===== config.mk =====
export PLATFORM = sky130hd
export DESIGN_NAME = mod_counter
export DESIGN_NICKNAME = d
export VERILOG_FILES = /design/src/rtl/mod_counter_pkg.sv /design/src/rtl/mod_counter_next.sv /design/src/rtl/mod_counter.sv
export SDC_FILE = /design/constraint.sdc
export NUM_CORES = 1
export LEC_CHECK = 0
export CAP_MARGIN = 20
export CORE_UTILIZATION = 32
export DETAILED_ROUTE_END_ITERATION = 7
export PLACE_DENSITY = 0.58
export SKIP_CTS_REPAIR_TIMING = 1
export SYNTH_ARGS = -nofsm -noshare
export SYNTH_HDL_FRONTEND = slang
export SYNTH_HIERARCHICAL = 1
export SYNTH_SLANG_ARGS = --single-unit

===== constraint.sdc =====
create_clock -name clk -period 3 [get_ports clk]
set_clock_uncertainty 0.2 [all_clocks]
set_input_delay 0.9 -clock clk [delete_from_list [all_inputs] [get_ports clk]]
set_output_delay 0.9 -clock clk [all_outputs]
set_load 0.01 [all_outputs]

===== src/rtl/mod_counter_pkg.sv =====
// Shared definitions for the mod_counter block: boundary-mode constants and the
// per-cycle priority decode used by the next-value logic.
package mod_counter_pkg;

  localparam int unsigned MODE_SATURATE = 0;
  localparam int unsigned MODE_WRAP     = 1;

  typedef enum logic [1:0] {
    IDLE,
    CLR,
    LOAD,
    STEP
  } op_e;

endpackage


===== src/rtl/mod_counter_next.sv =====
// Combinational next-count and boundary-event (tc) logic for mod_counter.
// Arithmetic is one bit wider than the count so MAX = 2**WIDTH-1 cannot overflow.
module mod_counter_next
  import mod_counter_pkg::*;
#(
  parameter int unsigned WIDTH = 6,
  parameter int unsigned MAX   = 15,
  parameter int unsigned WRAP  = 1
) (
  input  logic             i_rst_n,
  input  logic             i_en,
  input  logic             i_up,
  input  logic             i_clr,
  input  logic             i_load,
  input  logic [WIDTH-1:0] i_count,
  input  logic [WIDTH-1:0] i_load_val,
  output logic [WIDTH-1:0] o_next,
  output logic             o_tc
);

  localparam int unsigned     EW      = WIDTH + 1;
  localparam logic [EW-1:0]   MAX_EXT = EW'(MAX);

  logic [EW-1:0] w_count_ext;
  logic [EW-1:0] w_load_ext;
  logic [EW-1:0] w_next_ext;
  logic          w_at_max;
  logic          w_at_zero;
  op_e           w_op;

  assign w_count_ext = {1'b0, i_count};
  assign w_load_ext  = {1'b0, i_load_val};
  assign w_at_max    = (w_count_ext == MAX_EXT);
  assign w_at_zero   = (w_count_ext == '0);

  // Priority decode: clr > load > en
  always_comb begin
    w_op = IDLE;
    if (i_clr) begin
      w_op = CLR;
    end else if (i_load) begin
      w_op = LOAD;
    end else if (i_en) begin
      w_op = STEP;
    end
  end

  always_comb begin
    w_next_ext = w_count_ext;
    case (w_op)
      CLR:  w_next_ext = '0;
      LOAD: w_next_ext = (w_load_ext > MAX_EXT) ? MAX_EXT : w_load_ext;
      STEP: begin
        if (i_up) begin
          if (w_at_max) w_next_ext = (WRAP == MODE_WRAP) ? '0 : MAX_EXT;
          else          w_next_ext = w_count_ext + EW'(1);
        end else begin
          if (w_at_zero) w_next_ext = (WRAP == MODE_WRAP) ? MAX_EXT : '0;
          else           w_next_ext = w_count_ext - EW'(1);
        end
      end
      default: w_next_ext = w_count_ext;
    endcase
  end

  assign o_next = WIDTH'(w_next_ext);
  assign o_tc   = i_rst_n && (w_op == STEP) && ((i_up && w_at_max) || (!i_up && w_at_zero));

endmodule


===== src/rtl/mod_counter.sv =====
// Up/down modulo counter with load, clear, zero-latency boundary indicator and
// sticky overflow flag. Define MOD_COUNTER_ASSERT_EN to compile embedded assertions.
module mod_counter
  import mod_counter_pkg::*;
#(
  parameter int unsigned WIDTH = 6,
  parameter int unsigned MAX   = 15,
  parameter int unsigned WRAP  = 1
) (
  input  logic             clk,
  input  logic             rst_n,
  input  logic             en,
  input  logic             up,
  input  logic             clr,
  input  logic             load,
  input  logic [WIDTH-1:0] load_val,
  input  logic             ovf_clr,
  output logic [WIDTH-1:0] count,
  output logic             tc,
  output logic             ovf
);

  if (MAX == 0 || (MAX >> WIDTH) != 0 || WRAP > MODE_WRAP) begin : g_param_check
    $error("mod_counter: illegal WIDTH/MAX/WRAP combination");
  end

  logic [WIDTH-1:0] r_count;
  logic             r_ovf;
  logic [WIDTH-1:0] w_next;
  logic             w_tc;

  mod_counter_next #(
    .WIDTH (WIDTH),
    .MAX   (MAX),
    .WRAP  (WRAP)
  ) u_next (
    .i_rst_n    (rst_n),
    .i_en       (en),
    .i_up       (up),
    .i_clr      (clr),
    .i_load     (load),
    .i_count    (r_count),
    .i_load_val (load_val),
    .o_next     (w_next),
    .o_tc       (w_tc)
  );

  // A boundary event in the same cycle as a clear request leaves ovf set
  always_ff @(posedge clk) begin
    if (!rst_n) begin
      r_count <= '0;
      r_ovf   <= 1'b0;
    end else begin
      r_count <= w_next;
      if (w_tc)                r_ovf <= 1'b1;
      else if (ovf_clr || clr) r_ovf <= 1'b0;
    end
  end

  assign count = r_count;
  assign ovf   = r_ovf;
  assign tc    = w_tc;

`ifdef MOD_COUNTER_ASSERT_EN
  localparam logic [WIDTH-1:0] MAX_W  = WIDTH'(MAX);
  localparam logic [WIDTH-1:0] TC_UP  = (WRAP == MODE_WRAP) ? '0 : MAX_W;
  localparam logic [WIDTH-1:0] TC_DN  = (WRAP == MODE_WRAP) ? MAX_W : '0;

  a_range: assert property (@(posedge clk) disable iff (!rst_n) r_count <= MAX_W);

  a_reset: assert property (@(posedge clk) !rst_n |=> (r_count == '0 && !r_ovf));

  a_tc_next: assert property (@(posedge clk) disable iff (!rst_n)
    w_tc |=> (r_count == ($past(up) ? TC_UP : TC_DN)));

  a_step_legal: assert property (@(posedge clk) disable iff (!rst_n)
    ($past(rst_n) && r_count != $past(r_count)) |->
      ($past(clr) || $past(load) ||
       r_count == WIDTH'($past(r_count) + 1'b1) ||
       r_count == WIDTH'($past(r_count) - 1'b1) ||
       r_count == '0 || r_count == MAX_W));
`endif

endmodule


==> results by group, run 1 <==
Run status
  • Run status: finished clean

Power
  • Design Power: ~0.28 mW
  • Peak supply drop: 0.236 mV
  • Switching Fraction: between 20% and 30%
  • Logic pwr share: a little under a third
  • P_sw: 0.0779 mW
  • Power per cell area: about 320 mW/mm^2
  • Int Pwr: about 0.20 mW
  • Clock network fraction of design power: 32.6%
  • Leakage: ~0.36 nW
  • Sequential cell fraction of total power: a little over a third

Detailed routing
  • DR WL/cell: between 10 and 15 um
  • Final wirelength: ~1500 um
  • Initial drt markers: 5
  • Vias per inst: slightly above 5
  • Detailed Routing Iterations Pass 1: 4
  • Final ANT Viol Nets: 0
  • DRC: 0
  • DR vias: 620

Placement
  • Dpl cells: approximately 120
  • Post-place setup slack: -0.791 ns
  • Hpwl dp: between 1000 and 1500 um
  • GPL Wtd Cong: 0.826
  • IO Port Bufs: 20

Logic synthesis
  • Largest family of logic cells by synthesized area: simple AND/OR/NAND/NOR gates
  • Xor and xnor area share after synthesis: between 3 and 4%
  • Asr flop ratio synth: 0%
  • Synth Area in Simple Gates: between 30 and 40%
  • Post-synthesis mux area share: 3.78%
  • Top post-synthesis cells by area: dfxtp_1 26%, nor2_1 9.2%, and2_1 7.1%, ha_1 4.7%, a211oi_1 4.3%
  • Post-synth EDFFs: 0
  • Synth warn: 6
  • Number of distinct library cells after synthesis: 30
  • Main flop type after synthesis: dfxtp_1
  • Yosys top cell area share: 26.5%
  • Area fraction in compound gates after synthesis: roughly 20%
  • Register area share after synthesis: a little over a quarter
  • Syn Area/Cell: between 7 and 8 sq um
  • Mapped Area: 529 sq um
  • Synth Net Count: 83
  • Adder-cell share of the synthesized area: about 4.7%
  • FF+latch count, synth: 7
  • Mapped Cells: 68
  • Cell taking the most area after synthesis: dfxtp_1

Flow run
  • Max cap viols: 0

Floorplanning
  • # IOs: 21
  • Initial core utilization: 34.7%
  • Core Region: ~0.0015 sq mm
  • Die area: between 0.0015 and 0.002 sq mm
  • DIE HEIGHT: about 43 um
  • Core Rows: 14
  • Die Wd: between 40 and 50 um

Critical path
  • Worst reg2reg path startpoint: count[1]$_SDFF_PN0_
  • Critical path type: in -> out
  • Critical Path RT: about 1.9 ns
  • Reg2Reg Setup Slack: 1.00 ns
  • Reg2reg path depth: 7
  • Reg-to-Reg End: count[3]$_SDFF_PN0_
  • CP arrival: between 1.5 and 2 ns
  • Crit start category: primary input
  • Crit end category: output port
  • Crit Path Max Fanout: 2

GRT
  • Gr usage total: about 18%
  • Grt ovf: 0
  • Initial antenna violation count: 0
  • Vias in the first global route: 562
  • Global-route wire length before repair: roughly 2500 um
  • Largest net degree at the start of global routing: 10

CTS
  • Total CTS buffers: 3
  • Clock transition at path regs: around 0.06 ns
  • H-Tree Depth: 1
  • Max clock buf depth: 2
  • Clock sink total: 7
  • Clk root buf: clkbuf_4
  • CTS tree: built
  • Worst skew pair latency: 0.25 ns

Hold path
  • Min-Delay Endpoint: ovf$_SDFFE_PN0P_
  • Worst hold path type: reg -> reg
  • WHS Path Cells: 2
  • Hold Startpoint: ovf$_SDFFE_PN0P_

Layout
  • Utilization after layout: between 50% and 60%
  • Filler cell count: 156
  • Layout cells sized above 1: a little under a quarter
  • Layout Area Growth over Synthesis: 66.0%
  • Commonest non-fill, non-tap cells in the layout: 18 x clkdlybuf4s50_1, 15 x buf_4, 11 x nor2_1
  • Register area: 140 sq um
  • Footprint of the multi-input gates: ~370 sq um
  • Nets: between 100 and 150
  • Most common cell after layout, fill and taps aside: clkdlybuf4s50_1
  • Post-Layout Cell Count: between 100 and 150
  • Inserted Diodes: 0

STA
  • Setup-failing EPs final: 0
  • Final worst setup slack: about 0.00095 ns
  • RSZ-0062 raised after global routing: yes
  • Final Critical Period: about 3 ns
  • Worst-margin pin slew: roughly 0.57 ns
  • Fin. Hold Viols: 0
  • WHS: roughly 0.42 ns
  • Peak Freq: about 0.33 GHz
  • Fin. max-slew vios: 0
  • Fin crit share: 100%
  • Max-Slew Margin vs Limit: 61.4%
## how the worst max path moves through the flow
stage	startpoint	endpoint	slack [ns]	cells after the start
5_1_grt	up	tc	-0.04	5
4_1_cts	up	tc	-0.81	5
6_report	up	tc	0.0009	5
2_1_floorplan	up	tc	0.03	4
3_5_place_dp	up	tc	-0.79	5
3_3_place_gp	up	tc	-0.80	5
## critical path: stages
cell and delay, ns:
buf_6 0.09, or4b_4 0.48, a21o_1 0.19, nor2_2 0.09, buf_2 0.13
## per-stage QoR
stage / cell area (sq um) / setup TNS [ns]
3_5_place_dp: 853 / -0.791
4_1_cts: 880 / -0.807
6_report: 878 / 0
2_1_floorplan: 532 / 0
3_3_place_gp: 853 / -0.800
5_1_grt: 878 / -0.0436
## power groups by stage
stage	Clock, mW	Combinational [mW]	Sequential [mW]
2_1_floorplan	0	0.0335	0.106
3_3_place_gp	0	0.0880	0.101
3_5_place_dp	0	0.0881	0.101
4_1_cts	0.0921	0.0885	0.0987
5_1_grt	0.0966	0.0967	0.0993
6_report	0.0905	0.0885	0.0988
## synth_stat cells (2+ instances only)
| cell | number |
|---|---|
| o21ai_0 | 2 |
| nand3_1 | 4 |
| ha_1 | 2 |
| a211oi_1 | 3 |
| dfxtp_1 | 7 |
| nor3_1 | 3 |
| and2_1 | 6 |
| o32ai_1 | 2 |
| mux2i_1 | 2 |
| inv_1 | 4 |
| nor2_1 | 13 |
| a21oi_1 | 2 |
## area by class of cell
cell class	count	area share (%)
well taps	16	2.28
multi-input cells	56	41.9
flip-flops and latches	7	16.0
clock buffers	4	2.99
repair buffers	35	35.2
inverters	4	1.71
## flip-flops by register name (all words and copies together) (netlist names)
register,flops
count,6
ovf,1
## metal layers
| metal | wire length, um | part of all wire (%) | vias to the layer above | global-route usage, % |
|---|---|---|---|---|
| met2 | 681 | 46 | 16 | 30.3 |
| li1 | - | - | 322 | - |
| met5 | 0 | 0 | - | 0 |
| met4 | 10 | 0.68 | 0 | 3.75 |
| met1 | 717 | 48 | 280 | 24.0 |
| met3 | 70 | 4.7 | 2 | 4.26 |
## cell families (layout without fill, tap and decap cells)
family / count (synthesis) / in the layout
XOR/XNOR: 2 / 2
multiplexers: 2 / 2
AND/OR/NAND/NOR: 35 / 35
buffers and inverters: 5 / 43
flip-flops: 7 / 7
AO/OA/AOI/OAI: 15 / 15
adder cells (fa/ha/maj): 2 / 2
No activity file was read; power rests on OpenSTA's default activity.
==> run 2, diff against run 1 <==
--- a/config.mk
+++ b/config.mk
@@ -6,4 +6,5 @@
 export NUM_CORES = 1
 export LEC_CHECK = 0
+export ABC_CLOCK_PERIOD_IN_PS = 3400
 export CAP_MARGIN = 20
 export CORE_UTILIZATION = 32
==> constraint.sdc (replaced) <==
create_clock -name clk -period 3.4 [get_ports clk]
set_clock_uncertainty 0.2 [all_clocks]
set_input_delay 1.02 -clock clk [delete_from_list [all_inputs] [get_ports clk]]
set_output_delay 1.02 -clock clk [all_outputs]
set_load 0.1 [all_outputs]
==> run 2 against run 1 <==
Against the previous run:
- the flow now finishes with violations (negative setup slack)
- utilization shrank 2.5 points
- worst hold slack improved by 0.023 ns
- non-clock buffer count down 5
- global-route usage decreased by 0.23 points
- die area unchanged
- largest cell class unchanged
- clock power decreased by 7.7%
==> results by group, run 2 (synthesized netlist as in run 1, its figures left out) <==
Run status
  • Run status: complete, but fails checks
  • Failing checks: negative setup slack

CTS
  • CTS tree: built
  • Worst skew pair latency: 0.26 ns (about the same)
  • Clk root buf: clkbuf_4
  • H-Tree Depth: 1 (unchanged)
  • Total CTS buffers: 3 (unchanged)
  • Clock transition at path regs: 0.06 ns (about the same)
  • Clock sink total: 7 (unchanged)
  • Max clock buf depth: 2 (unchanged)

Critical path
  • CP max stage delay: 0.51 ns (+0.03 ns)
  • Worst path top cell family by delay: simple AND/OR/NAND/NOR gates
  • Crit start category: primary input
  • CP Buf/Inv Count: 2 (unchanged)
  • Critical Path RT: 2.18 ns (+0.28 ns)
  • CP arrival: 2.19 ns (+0.29 ns)
  • Critical path type: in -> out
  • Crit Path Max Fanout: 2 (unchanged)
  • Critical path's slowest cell: or4b_4
  • Crit end category: output port
  • Critical-path cell list: buf_6, or4b_4, a21o_1, nor2_4, buf_12

Placement
  • Area after DPL: 798 sq um (-6.5%)
  • IO Port Bufs: 20 (unchanged)
  • Hpwl dp: 1170 um (about the same)
  • GPL Wtd Cong: 0.786 (-4.9%)

Floorplanning
  • Initial core utilization: 34.7% (unchanged)
  • Core Region: 0.00152 sq mm (unchanged)
  • DIE HEIGHT: 42.7 um (unchanged)
  • # IOs: 21 (unchanged)
  • Core Rows: 14 (unchanged)
  • Die area: 0.00182 sq mm (unchanged)
  • Die Wd: 42.7 um (unchanged)

Layout
  • Layout Area Growth over Synthesis: 58.9%
  • Register area: 140 sq um (unchanged)
  • Layout cells sized above 1: 25.7% (+2.2 points)
  • Filler cell count: 158 (+1.3%)
  • Commonest non-fill, non-tap cells in the layout: 17 x buf_4, 12 x nor2_1, 11 x clkdlybuf4s50_1
  • Footprint of the multi-input gates: 370 sq um (+0.68%)
  • Fin area: 841 sq um (-4.3%)
  • Nets: 117 (-4.1%)
  • Most common cell after layout, fill and taps aside: buf_4
  • Largest register FFs: 6 (unchanged)
  • Utilization after layout: 55.2% (-2.5 points)
  • Inserted Diodes: 0 (unchanged)

Detailed routing
  • DR vias: 628 (+1.3%)
  • Final ANT Viol Nets: 0 (unchanged)
  • DR WL/cell: 13.0 um (+7.3%)
  • Detailed Routing Iterations Pass 1: 5 (+1)
  • Final wirelength: 1520 um (+2.9%)
  • Initial drt markers: 22 (+17)
  • Vias per inst: 5.37 (+5.6%)
  • DRC: 0 (unchanged)

Power
  • Peak supply drop: 0.161 mV (-32%)
  • Switching Fraction: 35.5% (+7.4 points)
  • Clock network fraction of design power: 31.4% (-1.2 points)
  • Power per cell area: 316 mW/mm^2 (about the same)
  • Sequential cell fraction of total power: 34.4% (-1.2 points)
  • Leakage: 0.346 nW (-2.9%)
  • Logic pwr share: 34.2% (+2.3 points)
  • P_sw: 0.0942 mW (+21%)
  • Int Pwr: 0.171 mW (-14%)

STA
  • Fin. max-slew vios: 0 (unchanged)
  • Setup-failing EPs final: 1 (+1)
  • Worst-margin pin slew: 0.508 ns (-0.0639 ns)
  • Fin. Hold Viols: 0 (unchanged)
  • RSZ-0062 raised after global routing: yes
  • WHS: 0.445 ns (+0.0232 ns)
  • Max-Slew Margin vs Limit: 65.7% (+4.3 points)
  • Peak Freq: 0.294 GHz
  • Final worst setup slack: -0.00677 ns (-0.00772 ns)
  • Fin crit share: 100%
  • Final Critical Period: between 3 and 4 ns

GRT
  • Largest net degree at the start of global routing: 10 (unchanged)
  • Gr usage total: 18.0% (-0.23 points)
  • Grt ovf: 0 (unchanged)
  • Initial antenna violation count: 0 (unchanged)
  • Global-route wire length before repair: 2470 um (-2.7%)
  • Vias in the first global route: 571 (+1.6%)

Flow run
  • Max cap viols: 0 (unchanged)

Hold path
  • Worst hold path type: reg -> reg
-- run 2: cell count changes in the layout (fill, tap and decap cells not counted) --
cell,before,now
buf_12,0,1
clkdlybuf4s50_1,18,11
nor2_4,0,1
buf_4,15,17
nor2_2,2,0
buf_2,1,0
nor2_1,11,12
-- run 2: worst register-to-register path: cells and delay by family (launching register included) --
family	cells	cell delay [ns]
simple gates	3	0.68
buf+inv	3	0.39
flops	1	0.37
compound gates	2	0.28
fa+ha+maj	1	0.19
-- run 2: final timing paths --
path / cells past startpoint / endpoint / startpoint / slack [ns]
worst min-delay path: 2 / ovf$_SDFFE_PN0P_ / ovf$_SDFFE_PN0P_ / 0.44
worst min register to register: 2 / ovf$_SDFFE_PN0P_ / ovf$_SDFFE_PN0P_ / 0.44
worst max register to register: 9 / count[4]$_SDFF_PN0_ / count[0]$_SDFF_PN0_ / 1.19
worst max-delay path: 5 / tc / up / -0.007
-- run 2: layout make-up --
cell class | instances | share of cell area (%)
Timing Repair Buffer | 30 | 32.0
Inverter | 4 | 1.79
Clock buffer | 4 | 3.13
Tap cell | 16 | 2.38
Multi-Input combinational cell | 56 | 44.0
Sequential cell | 7 | 16.7
-- run 2: power groups by stage --
stage | combinational, mW | sequential (mW) | clock, mW
after floorplan | 0.0313 | 0.114 | 0
after global placement | 0.0886 | 0.0932 | 0
after detailed placement | 0.0886 | 0.0933 | 0
after CTS | 0.0890 | 0.0914 | 0.0854
after global routing | 0.0966 | 0.0922 | 0.0898
final | 0.0908 | 0.0914 | 0.0835
-- run 2: metrics by stage --
step / cells / power, mW / TNS (ns) / setup slack (ns)
after floorplan: 68 / 0.146 / -0.132 / -0.132
after global placement: 111 / 0.182 / -0.272 / -0.272
after detailed placement: 111 / 0.182 / -0.275 / -0.275
after CTS: 115 / 0.266 / -0.280 / -0.280
after global routing: 117 / 0.278 / -0.0322 / -0.0322
final: 117 / 0.266 / -0.00677 / -0.00677
-- run 2: layer usage --
metal  wire, um  track usage, %  vias up  share of wire (%)
met2        709            29.4       30                 47
met3         90            2.55        2                5.9
li1           -               -      317                  -
met1        718            23.6      279                 47
met5          0               0        -                  0
met4          4            7.50        0               0.26
==> run 3, diff against run 2 <==
SLEW_MARGIN = 20   (was default)
==> results of run 3 <==
No change in the layout: final DEF, timing and power equal those of run 2.
